## config.mk

```make
export PLATFORM = sky130hd
export DESIGN_NAME = bg_frame_writer
export DESIGN_NICKNAME = d
export VERILOG_FILES = /design/src/rtl/bg_frame_writer.sv
export SDC_FILE = /design/constraint.sdc
export NUM_CORES = 1
export LEC_CHECK = 0
export BUFFER_PORTS_ARGS = -buffer_cell sky130_fd_sc_hd__buf_2
export CAP_MARGIN = 20
export CORE_MARGIN = 2
export CORE_UTILIZATION = 50
export CTS_CLUSTER_SIZE = 30
export DETAILED_ROUTE_END_ITERATION = 8
export PLACE_DENSITY = 0.75
export SETUP_SLACK_MARGIN = 0.1
export SLEW_MARGIN = 20
export SYNTH_ARGS = -nofsm -noshare
export SYNTH_HDL_FRONTEND = slang
export SYNTH_SLANG_ARGS = --single-unit
```

## constraint.sdc

```tcl
create_clock -name pclk -period 1.9 [get_ports pclk]
set_clock_uncertainty 0.2 [all_clocks]
set_input_delay 0 -clock pclk [delete_from_list [all_inputs] [get_ports pclk]]
set_output_delay 0 -clock pclk [all_outputs]
set_load 0.05 [all_outputs]
```

## src/rtl/bg_frame_writer.sv

```systemverilog
// Writes the 4-bit grayscale background frame RAM (address = x + y*H_PIX),
// either from an incoming pixel stream or as a constant-level fill.
//
// state    | meaning
// ---------+---------------------------------------------------------------
// IDLE     | waiting for start; no writes
// FILL     | one constant-level write per cycle until the last address
// WAIT_SOF | stream accepted, beats discarded until the first s_sof beat
// LOAD     | each accepted beat written at the running linear address
// DONE     | final write on the bus with done high; returns to IDLE
module bg_frame_writer #(
    parameter int H_PIX  = 400,
    parameter int V_PIX  = 300,
    parameter int ADDR_W = 19,
    parameter int DATA_W = 4
) (
    input  logic              pclk,
    input  logic              rst,
    input  logic              start,
    input  logic              fill_mode,
    input  logic [DATA_W-1:0] fill_color,
    input  logic              s_valid,
    input  logic [DATA_W-1:0] s_data,
    input  logic              s_sof,
    output logic              s_ready,
    output logic [ADDR_W-1:0] wr_addr,
    output logic [DATA_W-1:0] wr_data,
    output logic              wr_en,
    output logic              busy,
    output logic              done,
    output logic              frame_err
);

    localparam int COL_W = $clog2(H_PIX);
    localparam int ROW_W = $clog2(V_PIX);
    localparam logic [ADDR_W-1:0] LAST_ADDR = ADDR_W'(H_PIX * V_PIX - 1);
    localparam logic [COL_W-1:0]  COL_LAST  = COL_W'(H_PIX - 1);

    typedef enum logic [2:0] {
        IDLE,
        FILL,
        WAIT_SOF,
        LOAD,
        DONE
    } state_t;

    state_t            state;
    logic [COL_W-1:0]  col;
    logic [ROW_W-1:0]  row;
    logic [ADDR_W-1:0] addr;
    logic [DATA_W-1:0] fill_lvl;

    logic [COL_W-1:0]  col_nxt;
    logic [ROW_W-1:0]  row_nxt;
    logic [ADDR_W-1:0] addr_nxt;
    logic              beat;

    assign s_ready = (state == WAIT_SOF) || (state == LOAD);
    assign busy    = (state != IDLE);
    assign beat    = s_valid && s_ready;

    // Row/column walk replaces a y*H_PIX multiply; addr tracks row*H_PIX+col.
    always_comb begin
        col_nxt  = col + COL_W'(1);
        row_nxt  = row;
        addr_nxt = addr + ADDR_W'(1);
        if (col == COL_LAST) begin
            col_nxt = '0;
            row_nxt = row + ROW_W'(1);
        end
    end

    always_ff @(posedge pclk) begin
        if (rst) begin
            state     <= IDLE;
            col       <= '0;
            row       <= '0;
            addr      <= '0;
            fill_lvl  <= '0;
            wr_en     <= 1'b0;
            wr_addr   <= '0;
            wr_data   <= '0;
            done      <= 1'b0;
            frame_err <= 1'b0;
        end else begin
            wr_en     <= 1'b0;
            done      <= 1'b0;
            frame_err <= 1'b0;
            case (state)
                IDLE: begin
                    if (start) begin
                        col  <= '0;
                        row  <= '0;
                        addr <= '0;
                        if (fill_mode) begin
                            fill_lvl <= fill_color;
                            state    <= FILL;
                        end else begin
                            state <= WAIT_SOF;
                        end
                    end
                end
                FILL: begin
                    wr_en   <= 1'b1;
                    wr_addr <= addr;
                    wr_data <= fill_lvl;
                    if (addr == LAST_ADDR) begin
                        done  <= 1'b1;
                        state <= DONE;
                    end else begin
                        col  <= col_nxt;
                        row  <= row_nxt;
                        addr <= addr_nxt;
                    end
                end
                WAIT_SOF: begin
                    if (beat && s_sof) begin
                        wr_en   <= 1'b1;
                        wr_addr <= '0;
                        wr_data <= s_data;
                        col     <= COL_W'(1);
                        row     <= '0;
                        addr    <= ADDR_W'(1);
                        state   <= LOAD;
                    end
                end
                LOAD: begin
                    if (beat) begin
                        wr_en   <= 1'b1;
                        wr_data <= s_data;
                        if (s_sof) begin
                            // Resynchronise to the new frame rather than abort.
                            frame_err <= 1'b1;
                            wr_addr   <= '0;
                            col       <= COL_W'(1);
                            row       <= '0;
                            addr      <= ADDR_W'(1);
                        end else begin
                            wr_addr <= addr;
                            if (addr == LAST_ADDR) begin
                                done  <= 1'b1;
                                state <= DONE;
                            end else begin
                                col  <= col_nxt;
                                row  <= row_nxt;
                                addr <= addr_nxt;
                            end
                        end
                    end
                end
                DONE: begin
                    state <= IDLE;
                end
                default: begin
                    state <= IDLE;
                end
            endcase
        end
    end

endmodule

```

After elaboration in Yosys (flattened, before gate mapping)
Cells that the tools add are included.

Register bits: 52. Bits of input ports: 14. Output and inout port bits: 28.

Add/subtract/negate cells: 1. Eq/ne operators: 8. Multiplexer cells: 28. Bitwise operators: 2. Reductions and logical operators: 12.

Operators with widths (count): two-way mux 19 bit (8); one-hot mux 19 bit (4 select lines) (1); one-hot mux 19 bit (3 select lines) (1); adder 19 x 1 -> 19 bit (second input constant) (1); equality test 19 x 17 -> 1 bit (second input constant) (1); two-way mux 3 bit (5); one-hot mux 3 bit (4 select lines) (1); one-hot mux 4 bit (3 select lines) (1); two-way mux 4 bit (2); AND reduction 4 bit (2); equality test 3 x 2 -> 1 bit (second input constant) (2); two-way mux 1 bit (6); != test 2 bit (second input constant) (3); AND reduction 3 bit (2); nonzero test 3 bit (2); nonzero test 4 bit (1); equality test 3 x 1 -> 1 bit (second input constant) (1); zero test 3 bit (1); one-hot mux 1 bit (3 select lines) (1); OR reduction 3 bit (1); logical AND 1 bit (2); two-way mux 2 bit (1); != test 2 x 1 -> 1 bit (second input constant) (1); NOT 1 bit (2); other kinds (2) (2).

Depth between registers and ports, before layout
Depth after elaboration: 6. Mapped depth: 7.

Least setup slack after synthesis
No wires, ideal clock.

Path type: register to register. Start: register state[1]. End: register addr[0]. Setup time: 0.058 ns. Data arrival time: 1.884 ns. Data required time: 1.642 ns. Slack: -0.242 ns. Stages on the path, launching flop included: 8. Period minus slack after synthesis: 2.142 ns. Cells stage by stage: dfxtp_1 buf_6 nor2b_1 clkbuf_1 o21ai_0 clkbuf_1 o41ai_1 a211o_1.

Longest elaborated chain between the ends: 6.

Ends and longest elaborated chain: start: declaration (RTL line 47) `state_t state;`; start signal: assignment (RTL line 75) `state <= IDLE;`; start signal: assignment (RTL line 97) `state <= FILL;`; start signal: assignment (RTL line 99) `state <= WAIT_SOF;`; equality test 3 x 2 -> 1 bit (RTL line 58) `assign s_ready = (state == WAIT_SOF) || (state == LOAD);`; logical OR 1 bit * (RTL line 58); via s_ready (RTL line 25) `output logic s_ready,`; logical AND 1 bit * (RTL line 60) `assign beat = s_valid && s_ready;`; logical AND 1 bit (RTL line 117) `if (beat && s_sof) begin`; != test 2 x 1 -> 1 bit (no line); AND reduction 4 bit (no line) *; end signal: assignment (RTL line 113) `addr <= addr_nxt;`; end signal: assignment (RTL line 146) `addr <= addr_nxt;`; end: declaration (RTL line 50) `logic [ADDR_W-1:0] addr;`.

The timed path passes the listed nets; every way through them passes the cells marked *. A chain may end at the register's enable or synchronous reset.

Worst setup path after layout
Start: register addr[6]. End: register addr[1].

Longest elaborated chain between the ends: 5.

Ends and longest elaborated chain (RTL line): equality test 19 x 17 -> 1 bit * (107, 140); two-way mux 19 bit *; two-way mux 19 bit (2 in a row); one-hot mux 19 bit (4 select lines) *.

Every way passes the cells marked *; elsewhere a longest branch is shown, timed or not. The select of a mux whose other input is x is not followed.

==> summary.txt <==
Setup path
  • CP max stage delay: 0.38 ns
  • Setup crit end kind: register
  • Arr. time, crit path: 2.09 ns
  • Worst path slowest cell: nor4bb_2
  • R2r setup slk: -0.17 ns
  • Worst Path Max Fanout: 7
  • WS Path Type: register to register
  • Crit path launch type: register
  • Critical-path cell list: nor4bb_2 > nand4_1 > o21ai_4 > mux2_4 > and2_1
  • CP Data Required Time: 1.92 ns

Run
  • Max capacitance violation total: 0

Layout
  • Commonest non-fill, non-tap cell in the layout: buf_4
  • Commonest cells after routing, fill and taps aside: buf_4, dfxtp_1, buf_2
  • Fraction of layout cells with a size suffix above 1: 47.7%
  • Post-layout net count: 412
  • Layout area overhead: 57.9%
  • Final non-filler cell total: 452
  • Ant. Diodes: 0

Synthesis
  • Yosys reg bits: 52
  • Synthesized instance count: 291
  • Ys flop type: dfxtp_1
  • Yosys top cell area share: 43.0%
  • Syn_nets: 306
  • Avg Cell Area, Syn: 8.32 sq um
  • Largest area contributor in the netlist: dfxtp_1
  • EDFF count, synth: 0
  • Netlist cell types: 51
  • Async S/R FF share, synth: 0%
  • Mapped cell area: 2420 sq um
  • Syn. warnings: 0
  • Register area share after synthesis: 43.0%
  • Top cells by area, synth: dfxtp_1, a21oi_1, nand3_1, nand2_1, mux2i_1

STA
  • Final setup fails: 14
  • Worst setup margin: -0.173 ns
  • Fmax: 482 MHz
  • Final Hold Fails: 0
  • Final worst path period share: 109%
  • RSZ-0062 raised after global routing: true
  • Slew at the pin with the worst max-slew slack: 0.338 ns
  • Fin crit period: 2.07 ns
  • Slew HR: 77.2%
  • Fin. max-slew vios: 0

GRT
  • Total Routing Usage GR: 26.7%
  • Largest net degree at the start of global routing: 30
  • Vias in the first global route: 2418
  • Initial antenna violation count: 0
  • Global-route wire length before repair: 11.4 mm
  • GRT Residual Overflow: 0

Pwr
  • P per Cell Area: 607 nW/um^2
  • Worst vdd ir: 608 uV
  • Pleak: 1.50 nW

Outcome
  • Outcome: finished with violations
  • Failing checks: negative setup slack

Clocking
  • CTS buffer count: 5
  • CTS HTree Levels: 2
  • Clock tree buffer depth: 2
  • Clk_lat worst skew: 0.31 ns
  • Clk sinks: 52
  • Clock-pin slew on the worst setup and hold paths: 0.11 ns
  • CTS root buffer: clkbuf_8
  • CTS tree: done

Place
  • DP Wirelength: 4.67 mm
  • Dpl ws: -0.175 ns
  • Placed cells: 420
  • IO buf count: 41
  • RD Place Congestion: 0.884

Route
  • Detail Route Antenna Nets: 0
  • Vias: 2766
  • 1st-pass router iterations: 6
  • DRC: 0
  • Number of DRC markers in iteration 0: 238
  • DR WL/cell: 19.0 microns
  • DR vias/cell: 6.12
  • Drt total wl: 8.60 mm

Floorplanning
  • I/O pin cnt: 42
  • Total core area: 4690 sq um
  • Row count: 25
  • Die width: 73.6 microns
  • Die ar.: 5410 sq um
  • Starting Density: 51.6%
  • Die height: 73.6 microns

Hold path
  • Worst hold path class: input pin to register
state kept, by name (all words and copies together), names as in the netlist:
register	cells
wr_addr	19
wr_data	4
wr_en	1
done	1
addr	19
fill_lvl	4
frame_err	1
state	3
stage by stage:
stage / area, sq um / total power [mW] / setup TNS (ns) / hold WS [ns] / utilization (%)
final: 3820 / 2.32 / -1.14 / 0.0235 / 81.5
after global placement: 3100 / 1.53 / -0.978 / 0.0334 / 66.1
after detailed placement: 3100 / 1.53 / -1.41 / 0.0537 / 66.1
after global routing: 3820 / 2.38 / -1.77 / 0.0586 / 81.5
after CTS: 3530 / 2.24 / -0.214 / 0.00584 / 75.3
after floorplan: 2510 / 1.41 / -0.428 / -0.0568 / -
final cells by class:
type | instances | area [sq um]
Sequential cell | 52 | 1070
Clock inverter | 2 | 13.8
Tap cell | 54 | 67.6
Multi-Input combinational cell | 211 | 1650
Inverter | 5 | 27.5
Timing Repair Buffer | 122 | 917
Fill cell | 246 | 868
Clock buffer | 6 | 82.6
power by group:
group	switching (mW)	internal (mW)	total, mW
registers	0.0156	1.10	1.12
logic	0.309	0.206	0.515
clock network	0.388	0.299	0.687
routing by layer:
metal  global-route usage [%]  vias up  wire [microns]
met4                     7.07        0             225
met5                        0        -               0
li1                         -     1275               -
met1                     39.1     1329            3650
met3                     3.57       20             577
met2                     41.4      142            4150
cell usage after synthesis (3+ instances only):
library cell and n:
nand3_1 27, nor3_1 10, or3_1 8, nand2_1 30
dfxtp_1 52, and4_1 3, or4_2 3, or4_1 3
a21oi_1 33, o21ai_0 11, o31ai_1 5, nor4_1 4
inv_1 5, a211oi_1 5, nor2_1 17, and3_1 3
a211o_1 3, mux2i_1 8, clkbuf_1 16, nor3b_1 3
cell families after synthesis:
| kind of cell | share of synthesized area, % |
|---|---|
| and+or+nand+nor | 28.6 |
| AOI/OAI and AO/OA | 17.6 |
| DFF | 43.0 |
| buffers and inverters | 5.12 |
| muxes | 3.77 |
| xor gates and xnor gates | 1.45 |
| adders and majority gates | 0.517 |
worst max-delay path, delay by kind of cell, from the launching register on:
| family | cells | cell delay (ns) |
|---|---|---|
| AND/OR/NAND/NOR | 3 | 0.75 |
| flip-flops | 1 | 0.35 |
| AO/OA/AOI/OAI | 1 | 0.34 |
| multiplexers | 1 | 0.33 |
path summary, 6_finish.rpt:
path                                  start          end  cells after the start
worst max-delay path                addr[6]      addr[1]                      5
worst max register to register      addr[6]      addr[1]                      5
worst min-delay path                  start  fill_lvl[1]                      5
worst min register to register  wr_addr[13]  wr_addr[13]                      2
repair_timing:
action                     4_1_cts  5_1_grt
hold endpoints to repair        17        0
gates resized for setup         49       58
gates cloned                     0        1
setup endpoints to repair       21       43
hold buffers                    13        0
pin swaps                       21       29
buffers inserted                 2       10
(Power assumes the default switching activity.)
